===== src/rtl/batpu_pkg.sv =====
// Shared widths, reset PC and fetch-path types for the instruction fetch stage.
package batpu_pkg;

    localparam int ADDR_W = 10;
    localparam int INST_W = 16;
    localparam logic [ADDR_W-1:0] RESET_PC = '0;

    typedef struct packed {
        logic [ADDR_W-1:0] pc;
        logic [INST_W-1:0] inst;
    } fetch_entry_t;

    // State of the single outstanding cache request slot.
    typedef enum logic {
        SLOT_IDLE,
        SLOT_WAIT
    } slot_state_t;

endpackage


===== src/rtl/fetch_fifo.sv =====
// Small circular instruction buffer with synchronous flush; head entry reads as zero when empty.
module fetch_fifo
    import batpu_pkg::*;
#(
    parameter int DEPTH = 2
) (
    input  logic                    clk,
    input  logic                    rst,
    input  logic                    flush,
    input  logic                    push,
    input  fetch_entry_t            push_entry,
    input  logic                    pop,
    output fetch_entry_t            head,
    output logic [$clog2(DEPTH):0]  count
);

    localparam int PW = $clog2(DEPTH);

    fetch_entry_t   mem_reg [DEPTH];
    logic [PW:0]    wr_ptr_reg;
    logic [PW:0]    rd_ptr_reg;

    // The extra wrap bit makes full (count == DEPTH) distinct from empty.
    assign count = wr_ptr_reg - rd_ptr_reg;
    assign head  = (count != '0) ? mem_reg[rd_ptr_reg[PW-1:0]] : '0;

    always_ff @(posedge clk) begin
        if (push) begin
            mem_reg[wr_ptr_reg[PW-1:0]] <= push_entry;
        end
    end

    always_ff @(posedge clk) begin
        if (rst || flush) begin
            wr_ptr_reg <= '0;
            rd_ptr_reg <= '0;
        end else begin
            if (push) begin
                wr_ptr_reg <= wr_ptr_reg + (PW+1)'(1);
            end
            if (pop) begin
                rd_ptr_reg <= rd_ptr_reg + (PW+1)'(1);
            end
        end
    end

endmodule


===== src/rtl/fetch_unit.sv =====
// Instruction fetch stage: owns the PC, issues to the cache with credit-based flow control,
// tracks the single in-flight request and squashes it on branch redirects.
module fetch_unit
    import batpu_pkg::*;
#(
    parameter int DEPTH = 2
) (
    input  logic               clk,
    input  logic               rst,
    input  logic               clk_en,
    output logic               ic_req,
    output logic [ADDR_W-1:0]  ic_addr,
    input  logic [INST_W-1:0]  ic_inst,
    input  logic               ic_busy,
    input  logic               redirect,
    input  logic [ADDR_W-1:0]  redirect_pc,
    output logic               dec_valid,
    input  logic               dec_ready,
    output logic [INST_W-1:0]  dec_inst,
    output logic [ADDR_W-1:0]  dec_pc
);

    localparam int CW = $clog2(DEPTH) + 1;

    slot_state_t        state_reg;
    logic               squash_reg;
    logic [ADDR_W-1:0]  pc_reg;
    logic [ADDR_W-1:0]  inflight_pc_reg;

    logic               active;
    logic               inflight;
    logic               resp;
    logic               pop;
    logic               push;
    logic               flush;
    logic               issue;
    logic [CW:0]        credit;
    logic [CW-1:0]      count;
    fetch_entry_t       head;
    fetch_entry_t       push_entry;

    assign active   = clk_en && !rst;
    assign inflight = (state_reg == SLOT_WAIT);
    assign resp     = inflight && !ic_busy;

    assign dec_valid = active && (count != '0) && !redirect;
    assign pop       = dec_valid && dec_ready;

    // Slots committed after this edge: buffered + in flight - leaving now.
    // Counting the popped entry is what allows one issue per cycle at full rate.
    assign credit = {1'b0, count} + (CW+1)'(inflight) - (CW+1)'(pop);
    assign issue  = active && !redirect && !ic_busy && (credit < (CW+1)'(DEPTH));

    assign push  = active && !redirect && resp && !squash_reg;
    assign flush = active && redirect;

    assign ic_req  = issue || (active && inflight && ic_busy);
    assign ic_addr = (inflight && ic_busy) ? inflight_pc_reg : pc_reg;

    assign push_entry = '{pc: inflight_pc_reg, inst: ic_inst};
    assign dec_inst   = head.inst;
    assign dec_pc     = head.pc;

    fetch_fifo #(
        .DEPTH (DEPTH)
    ) u_fifo (
        .clk        (clk),
        .rst        (rst),
        .flush      (flush),
        .push       (push),
        .push_entry (push_entry),
        .pop        (pop),
        .head       (head),
        .count      (count)
    );

    always_ff @(posedge clk) begin
        if (rst) begin
            state_reg       <= SLOT_IDLE;
            squash_reg      <= 1'b0;
            pc_reg          <= RESET_PC;
            inflight_pc_reg <= RESET_PC;
        end else if (clk_en) begin
            if (redirect) begin
                pc_reg <= redirect_pc;
                // A fill still running must be waited out; a response landing now is just dropped.
                if (inflight && ic_busy) begin
                    squash_reg <= 1'b1;
                end else begin
                    state_reg  <= SLOT_IDLE;
                    squash_reg <= 1'b0;
                end
            end else begin
                if (resp) begin
                    squash_reg <= 1'b0;
                end
                if (issue) begin
                    inflight_pc_reg <= pc_reg;
                    pc_reg          <= pc_reg + ADDR_W'(1);
                end
                case (state_reg)
                    SLOT_IDLE: begin
                        if (issue) begin
                            state_reg <= SLOT_WAIT;
                        end
                    end
                    SLOT_WAIT: begin
                        if (!ic_busy) begin
                            state_reg <= issue ? SLOT_WAIT : SLOT_IDLE;
                        end
                    end
                    default: state_reg <= SLOT_IDLE;
                endcase
            end
        end
    end

endmodule


===== config.mk =====
export PLATFORM = sky130hd
export DESIGN_NAME = fetch_unit
export DESIGN_NICKNAME = d
export VERILOG_FILES = /design/src/rtl/batpu_pkg.sv /design/src/rtl/fetch_fifo.sv /design/src/rtl/fetch_unit.sv
export SDC_FILE = /design/constraint.sdc
export NUM_CORES = 1
export LEC_CHECK = 0
export ABC_AREA = 1
export BUFFER_PORTS_ARGS = -buffer_cell sky130_fd_sc_hd__buf_2
export CORE_UTILIZATION = 35
export CTS_CLUSTER_DIAMETER = 100
export DETAILED_ROUTE_END_ITERATION = 8
export HOLD_SLACK_MARGIN = 0.15
export PLACE_DENSITY_LB_ADDON = 0.2
export SYNTH_ARGS = -nofsm -noshare
export SYNTH_HDL_FRONTEND = slang
export SYNTH_SLANG_ARGS = --single-unit

===== constraint.sdc =====
create_clock -name clk -period 3.4 [get_ports clk]
set_input_delay 0 -clock clk [delete_from_list [all_inputs] [get_ports clk]]
set_output_delay 0 -clock clk [all_outputs]
set_load 0.05 [all_outputs]

== Yosys cells after proc, flatten, opt, wreduce, memory -nomap -nowiden ==
Memories as Yosys holds them, arrays and structs flattened. A register that Yosys moved wholly into a read port is not among the register bits.
Index checks and enable logic that the tools add are counted.

* Register bits: 26
* Output and inout port bits: 38
* RAM bits: 52
* Word-level logic and storage cells: 60
* Memories kept: 1
* Bits of input ports: 32

{| class="wikitable"
|+ Memory list
! memory !! depth !! bits a word !! read ports !! clocked after memory_dff !! wr ports !! RTL line !! text
|-
| u_fifo.mem_reg || 2 || 26 || 1 || 1 || 1 || fetch_fifo.sv:19 || <nowiki>fetch_entry_t mem_reg [DEPTH];</nowiki>
|}

* Bitwise gates (word level): 2
* $add $sub $neg: 6
* Multiplexer cells: 16
* Reduce and logical (&&, ||, !) cells: 27
* Equal/unequal tests: 1
* Order comparisons: 1

{| class="wikitable"
|+ Operators with widths
! operator !! number
|-
| 10-bit two-way mux || 3
|-
| 26-bit two-way mux || 1
|-
| 1-bit logical AND || 14
|-
| 1-bit two-way mux || 11
|-
| 10-bit by 1-bit adder with 10-bit output, second input constant || 1
|-
| 2-bit AND reduction || 3
|-
| 2-bit nonzero test || 3
|-
| 2-bit by 1-bit adder with 2-bit output, second input constant || 2
|-
| 1-bit zero test || 4
|-
| 2-bit by 1-bit adder with 3-bit output || 1
|-
| 3-bit by 2-bit less-than comparator with 1-bit output, second input constant || 1
|-
| 3-bit AND reduction || 1
|-
| 3-bit by 1-bit subtractor with 3-bit output || 1
|-
| 1-bit logical OR || 2
|-
| 2-bit inequality test, second input constant || 1
|-
| 1-bit inverter || 2
|-
| 1-bit case mux with 2 select lines || 1
|-
| 2-bit subtractor || 1
|}

== Longest topological paths before layout ==
Gate-level depths: netlist of the first run.

* Depth in word-level cells: 12
* Mapped depth: 16
* Depth with buffers taken out: 16

== By module ==
From an unflattened synthesis of the first run, not the netlist that was laid out.

* Cells, all modules: 437
* Area, all modules: 3733.6 um^2

{| class="wikitable"
|+ By module, submodules not included
! module !! sequential area each (um^2) !! area each (um^2) !! instances !! cells an instance
|-
| fetch_fifo || 1661.6 || 2393.5 || 1 || 226
|-
| fetch_unit || 440.4 || 1340.0 || 1 || 211
|}

== Worst setup path after synthesis of the first run ==
Ideal clock, no wire load.

* Path type: flip-flop to flip-flop
* Start: register state_reg (netlist: inflight)
* End: memory u_fifo.mem_reg[0][0] in the netlist's numbering, enable pin
* Arrival time: 2.957 ns
* Setup time: 0.475 ns
* Setup slack: -0.032 ns
* Cell stages (with the launch flop): 3
* Required time: 2.925 ns
* Period minus slack after synthesis: 3.432 ns
* Buffers on the path: 0
* Cell sequence: dfxtp_1 > nand2_1 > nor4_1

* Cells in the longest elaborated chain, start to end: 5

{| class="wikitable"
|+ RTL lines
! item !! RTL line !! text
|-
| from (decl) || fetch_unit.sv:25 || <nowiki>slot_state_t state_reg;</nowiki>
|-
| from (signal assigned) || fetch_unit.sv:109 || <nowiki>state_reg <= issue ? SLOT_WAIT : SLOT_IDLE;</nowiki>
|-
| 1-bit logical AND || fetch_unit.sv:44 || <nowiki>assign resp = inflight && !ic_busy;</nowiki>
|-
| 1-bit logical AND (2 in a row) || fetch_unit.sv:54 || <nowiki>assign push = active && !redirect && resp && !squash_reg;</nowiki>
|-
| 1-bit two-way mux || fetch_fifo.sv:28 || <nowiki>if (push) begin</nowiki>
|-
| 1-bit two-way mux (not written as such) || fetch_fifo.sv:29 || <nowiki>mem_reg[wr_ptr_reg[PW-1:0]] <= push_entry;</nowiki>
|-
| to (decl) || fetch_fifo.sv:19 ||
|}

Every way passes these cells.

== Final worst setup path of the first run ==
* Start: register u_fifo.wr_ptr_reg[0]
* End: output port ic_req

* Cells in the longest elaborated chain, start to end: 9
* Elaborated cells on any way between the ends: 10
* Classes of those cells: 3 x add/sub; 1 x order compare; 6 x reduce/logical

{| class="wikitable"
|+ RTL lines
! item !! RTL line !! text
|-
| from (decl) || fetch_fifo.sv:20 || <nowiki>logic [PW:0] wr_ptr_reg;</nowiki>
|-
| from (signal assigned) || fetch_fifo.sv:39 || <nowiki>wr_ptr_reg <= wr_ptr_reg + (PW+1)'(1);</nowiki>
|-
| 2-bit subtractor || fetch_fifo.sv:24 || <nowiki>assign count = wr_ptr_reg - rd_ptr_reg;</nowiki>
|-
| 2-bit nonzero test || fetch_unit.sv:46 || <nowiki>assign dec_valid = active && (count != '0) && !redirect;</nowiki>
|-
| 1-bit logical AND (2 in a row) || fetch_unit.sv:46 ||
|-
| 1-bit logical AND || fetch_unit.sv:47 || <nowiki>assign pop = dec_valid && dec_ready;</nowiki>
|-
| net pop || fetch_unit.sv:33 || <nowiki>logic pop;</nowiki>
|-
| 3-bit by 1-bit subtractor with 3-bit output || fetch_unit.sv:51 || <nowiki>assign credit = {1'b0, count} + (CW+1)'(inflight) - (CW+1)'(pop);</nowiki>
|-
| 3-bit by 2-bit less-than comparator with 1-bit output || fetch_unit.sv:52 || <nowiki>assign issue = active && !redirect && !ic_busy && (credit < (CW+1)'(DEPTH));</nowiki>
|-
| 1-bit logical AND || fetch_unit.sv:52 ||
|-
| 1-bit logical OR || fetch_unit.sv:57 || <nowiki>assign ic_req = issue || (active && inflight && ic_busy);</nowiki>
|-
| to (decl) || fetch_unit.sv:11 || <nowiki>output logic ic_req,</nowiki>
|}

The timed path passes the listed nets, and every way through them passes these cells.

==> impl_metrics.tcl, run 1 <==
set metrics [dict create \
    cts-htree-levels 3 \
    synthTopCellsByCount "nand2_1, inv_1, edfxtp_1" \
    drtIter0Drc 101 \
    crit_fanout 5 \
    ys_types 29 \
    synth_edf_count 52 \
    die_w_um 106.8 \
    hold_viol_final 0 \
    rr_worst_depth 16 \
    grtUsageMet3_pct 3.283 \
    ant_nets 0 \
    holdPathStages 2 \
    grt-ovfl-total 0 \
    peakVddDrop_mv 0.1639 \
    pre_cts_ws_ps 399.8 \
    clock.fmax_mhz 311.8 \
    worstMarginPinSlew_ps 910.6 \
    fin_skew_ps 6.241 \
    worstPathArrival_ps 3210 \
    post-route-period-util_pct 94.33 \
    start_kind "flop" \
    synth-seq-area-share_pct 54.71 \
    stdcell_area_mm2 0.004891 \
    io_buffer_count 69 \
    postCtsSetupRepairBufs 0 \
    syn_inst 419 \
    required_ps 3400 \
    wl_um 7730 \
    grt_max_degree 42 \
    syn_avg_cell_area_um2 9.170 \
    place.gp.congestion 0.7926 \
    cts_tree "built" \
    core_area_mm2 0.01046 \
    met1_usage_pct 18.23 \
    period_minus_slack_ps 3207 \
    finalSetupTns_ps 0 \
    layout-drive-gt1-share_pct 26.29 \
    synthToLayoutAreaGrowth_pct 27.29 \
    cts.path.max_buffers 2 \
    top_usage_layer "met2" \
    io_pins 70 \
    r2r_setup_slack_ps 390 \
    cts.sinks 79 \
    power_leakage_nw 2.366 \
    multi_input_area_mm2 0.001425 \
    synth_top_area_share_pct 40.64 \
    ys_ff_latch 79 \
    dp_hpwl_um 5209 \
    regArea_mm2 0.002102 \
    start_util_pct 36.73 \
    nNetsFinal 556 \
    worstSetupStartpoint "u_fifo.wr_ptr_reg[0]" \
    setup_slack_ps 192.8 \
    met2_usage_pct 25.25 \
    grt_use_total_pct 14.90 \
    synth_area_mm2 0.003842 \
    dr.pass1.iters 4 \
    via_per_inst 4.483 \
    cts.clk_slew.worst_paths_ps 80 \
    yosys_warnings 0 \
    die_area_mm2 0.01140 \
    grt_pass1_vias 2937 \
    placed_area_mm2 0.004348 \
    tritoncts.num_buffers 9 \
    largest_reg_flops 52 \
    yosys.area.top_type "edfxtp_1" \
    antenna_found_initial 0 \
    wl_per_cell_um 11.69 \
    finish.utilization_pct 46.75 \
    rows 37 \
    worstSkewPairLatency_ps 350 \
    final_max_slew_viol_count 0 \
    relSlewSlack_pct 39.14 \
    syn-num-nets 455 \
    vias 2963 \
    worstSetupEndpointType "primary output" \
    p_per_area_mw_per_mm2 423.2 \
    synthTopCellsByArea "edfxtp_1, dfxtp_1, nand2_1" \
    status "completed" \
    yosysMostFrequentCell "nand2_1" \
    min_from "ic_inst[15]" \
    synthArstFlopShare_pct 0 \
    ys.flop_type "edfxtp_1" \
    grt_pass1_wl_um 13170 \
    finalSetupViolations 0 \
    hold_class "input pin to flop" \
    crit_type "flop to primary output" \
    drv_cap 0 \
    cts-root-buf "clkbuf_8" \
    post-route-drc-count 0 \
    fillers 1062 \
    rsz0062_at_grt "false" \
    antenna_cells 0 \
    regToRegStartpoint "u_fifo.wr_ptr_reg[0]" \
    die_height_um 106.8 \
]
[cell type report]
| type | count | share of cell area (%) |
|---|---|---|
| clock buffers | 12 | 2.763 |
| flip-flops and latches | 79 | 42.98 |
| inverters | 66 | 5.065 |
| multi-input cells | 258 | 29.14 |
| well taps | 136 | 3.479 |
| clock inverters | 4 | 1.944 |
| repair buffers | 106 | 14.63 |
[metrics by stage]
step | instances | hold WS (ps) | total power [mW]
6_report | 661 | 367.6 | 2.070
5_1_grt | 661 | 356.9 | 2.156
4_1_cts | 661 | 359.8 | 2.095
3_5_place_dp | 614 | 194.5 | 1.256
3_3_place_gp | 614 | 189.0 | 1.252
2_1_floorplan | 419 | 98.87 | 1.198
[report_power, final]
group	total (mW)	switching (mW)	leakage [nW]	internal [mW]
logic	0.204	0.124	1.56	0.0804
registers	1.05	0.0191	0.693	1.04
clock network	0.811	0.324	0.115	0.488
total	2.07	0.467	2.37	1.60
[placed cells by master (no fill, tap or decap), types with 2 or more instances in the layout]
cell,n
bufinv_16,3
nand2_2,3
nand3_2,11
clkbuf_1,3
edfxtp_1,52
nand4_1,2
nor2_1,37
clkbuf_8,9
dfxtp_1,27
nand2_1,112
o21ai_0,17
inv_1,63
o31ai_1,2
nand3_1,18
buf_4,5
inv_2,3
mux2_2,26
dlygate4sd3_1,31
a21oi_1,14
buf_2,68
o21ai_1,2
nor2_4,3
ha_1,3
[logic make-up after synthesis]
logic type | share of synthesized area, %
simple gates | 22.53
buf+inv | 8.597
flops | 54.71
compound gates | 5.047
mux | 7.620
fa+ha+maj | 1.498
[critical path, stage by stage, from the launching register on]
cell	delay (ps)
dfxtp_1	420
inv_1	70
ha_1	310
nand3_2	100
nand2_1	100
nor2_4	140
ha_1	240
or2_2	300
fa_1	490
nand2_1	80
nor2_4	130
nand3_4	90
o31ai_1	90
clkbuf_4	300
[final timing paths]
kind / endpoint
setup / recovery: ic_req
hold / removal: u_fifo.mem_reg[1][15]
setup reg to reg: pc_reg[9]
hold reg to reg: u_fifo.mem_reg[1][17]
[what timing repair did]
action                                 CTS  global route
hold buffers                            31             0
endpoints found under the hold margin   49             0
gates resized for setup                  0             1
setup endpoints to repair                0             1
[routing by layer]
| layer | share of wire (%) | routed length, um | vias to the layer above |
|---|---|---|---|
| li1 | - | - | 1549 |
| met1 | 48 | 3739 | 1353 |
| met2 | 47 | 3633 | 52 |
| met3 | 3.1 | 240 | 9 |
| met4 | 1.5 | 117 | 0 |
| met5 | 0 | 0 | - |
No activity file was read; power rests on OpenSTA's default activity.
==> run 2, diff against run 1 <==
==> constraint.sdc (replaced) <==
create_clock -name clk -period 3.3 [get_ports clk]
set_input_delay 0 -clock clk [delete_from_list [all_inputs] [get_ports clk]]
set_output_delay 0 -clock clk [all_outputs]
set_load 0.05 [all_outputs]
==> impl_metrics.tcl, run 2 (synthesis results as in run 1) <==
set metrics [dict create \
    hold_class "input pin to flop" \
    io_buffer_count 69 \
    io_pins 70 \
    peakVddDrop_mv 0.2162 \
    worstPathArrival_ps 3040 \
    finalSetupTns_ps 0 \
    die_w_um 106.8 \
    crit_family "adder cells" \
    min_to "pc_reg[9]" \
    path_buf_inv 2 \
    drv_cap 0 \
    cts.clk_slew.worst_paths_ps 80 \
    regToRegStartpoint "u_fifo.wr_ptr_reg[0]" \
    wl_um 7935 \
    placed_area_mm2 0.004348 \
    finalPower_mw 2.013 \
    antenna_found_initial 0 \
    cts_tree "built" \
    crit_type "flop to primary output" \
    worstSkewPairLatency_ps 340 \
    grt_pass1_wl_um 13160 \
    rr_endpoint "pc_reg[1]" \
    vias 2969 \
    synthToLayoutAreaGrowth_pct 27.09 \
    worstSetupEndpointType "primary output" \
    period_minus_slack_ps 3035 \
    worstMarginPinSlew_ps 912.2 \
    drtIter0Drc 119 \
    wl_per_cell_um 11.95 \
    grt_pass1_vias 2810 \
    whs_ps 173.1 \
    relSlewSlack_pct 39.04 \
    p_per_area_mw_per_mm2 412.3 \
    grt-ovfl-total 0 \
    crit_fanout 5 \
    die_area_mm2 0.01140 \
    core_area_mm2 0.01046 \
    rr_worst_depth 15 \
    dr.pass1.iters 4 \
    largest_reg_flops 52 \
    post-route-period-util_pct 91.97 \
    finish.utilization_pct 46.68 \
    hold_viol_final 0 \
    grt_use_total_pct 14.73 \
    status "completed" \
    cpPeakStageDelay_ps 490 \
    final_cell_mix "nand2_1, buf_2, inv_1" \
    pre_cts_ws_ps 186.2 \
    slowest_stage "fa_1" \
    post-route-drc-count 0 \
    final_max_slew_viol_count 0 \
    dpl.cell_count 614 \
    start_kind "flop" \
    cts.sinks 79 \
    fin_skew_ps 11.28 \
    fin_cells 664 \
    die_height_um 106.8 \
    via_per_inst 4.471 \
    rsz0062_at_grt "false" \
    nNetsFinal 559 \
    holdPathStages 5 \
    setup_slack_ps 264.9 \
    clock.fmax_mhz 329.5 \
    ant_nets 0 \
    layout-drive-gt1-share_pct 27.27 \
    cts.path.max_buffers 2 \
    mostFrequentLayoutCell "nand2_1" \
    dp_hpwl_um 5330 \
    min_from "redirect" \
    required_ps 3300 \
    antenna_cells 0 \
    place.gp.congestion 0.7704 \
    tritoncts.num_buffers 9 \
    power_leakage_nw 2.370 \
    finalSetupViolations 0 \
    cts-htree-levels 3 \
    crit_chain "inv_1 > ha_1 > nand3_2 > nand2_1 > nor2_4 > ha_1 > or2_2 > fa_1 > nand2_1 > nor2_4 > nand3_4 > o31ai_1 > buf_4" \
    stdcell_area_mm2 0.004883 \
    r2r_setup_slack_ps 280 \
    start_util_pct 36.73 \
    grt_max_degree 32 \
    cts-root-buf "clkbuf_8" \
    rows 37 \
]
## run 2: cell types whose count changed in the layout (fill, tap and decap cells not counted)
| cell | before | now |
|---|---|---|
| buf_4 | 5 | 9 |
| bufinv_16 | 3 | 1 |
| clkbuf_1 | 3 | 1 |
| clkinv_4 | 0 | 2 |
| clkbuf_4 | 1 | 0 |
| clkbuf_8 | 9 | 10 |
| clkinv_2 | 1 | 2 |
| dfxtp_1 | 27 | 26 |
| dfxtp_2 | 0 | 1 |
## run 2: worst reg2reg max path: stages, from the launching register on
cell	delay, ps
dfxtp_2	380
inv_1	60
ha_1	300
nand3_2	100
nand2_1	100
nor2_4	140
ha_1	240
or2_2	300
fa_1	490
nand2_1	90
nor2_4	130
nand3_4	70
buf_4	150
buf_12	160
a21oi_1	160
nor2_1	70
## run 2: area by class of cell
type	instances	area [um2]
Fill cell	1049	5579
Sequential cell	79	2103
Multi-Input combinational cell	258	1425
Timing Repair Buffer	109	738.2
Inverter	66	247.7
Tap cell	136	170.2
Clock buffer	11	141.4
Clock inverter	5	57.56
## run 2: layer usage
layer	global-route usage, %	wire [um]	share of wire (%)
met1	19.21	3874	49
met2	24.24	3690	47
met3	3.283	296	3.7
met4	4.697	73	0.92
met5	0	0	0
## run 2: report_power, final
group	switching [mW]	internal (mW)	leakage [nW]
combinational	0.130	0.0842	1.57
clock	0.343	0.371	0.103
sequential	0.0197	1.07	0.693
## run 2: repair_timing
item	CTS	global route
buffers inserted	0	3
gates resized for setup	1	1
hold buffers	31	0
pin swaps	0	1
endpoints found under the setup margin	1	2
hold endpoints to repair	49	0
## run 2: worst max path at each step
stage,start,end,slack (ps),cells past startpoint
4_1_cts,u_fifo.wr_ptr_reg[0],ic_req,6,13
6_report,u_fifo.wr_ptr_reg[0],ic_req,260,13
2_1_floorplan,u_fifo.wr_ptr_reg[0],ic_req,370,13
3_5_place_dp,u_fifo.wr_ptr_reg[0],pc_reg[1],190,14
3_3_place_gp,u_fifo.wr_ptr_reg[0],pc_reg[3],280,14
5_1_grt,u_fifo.wr_ptr_reg[0],ic_req,90,13
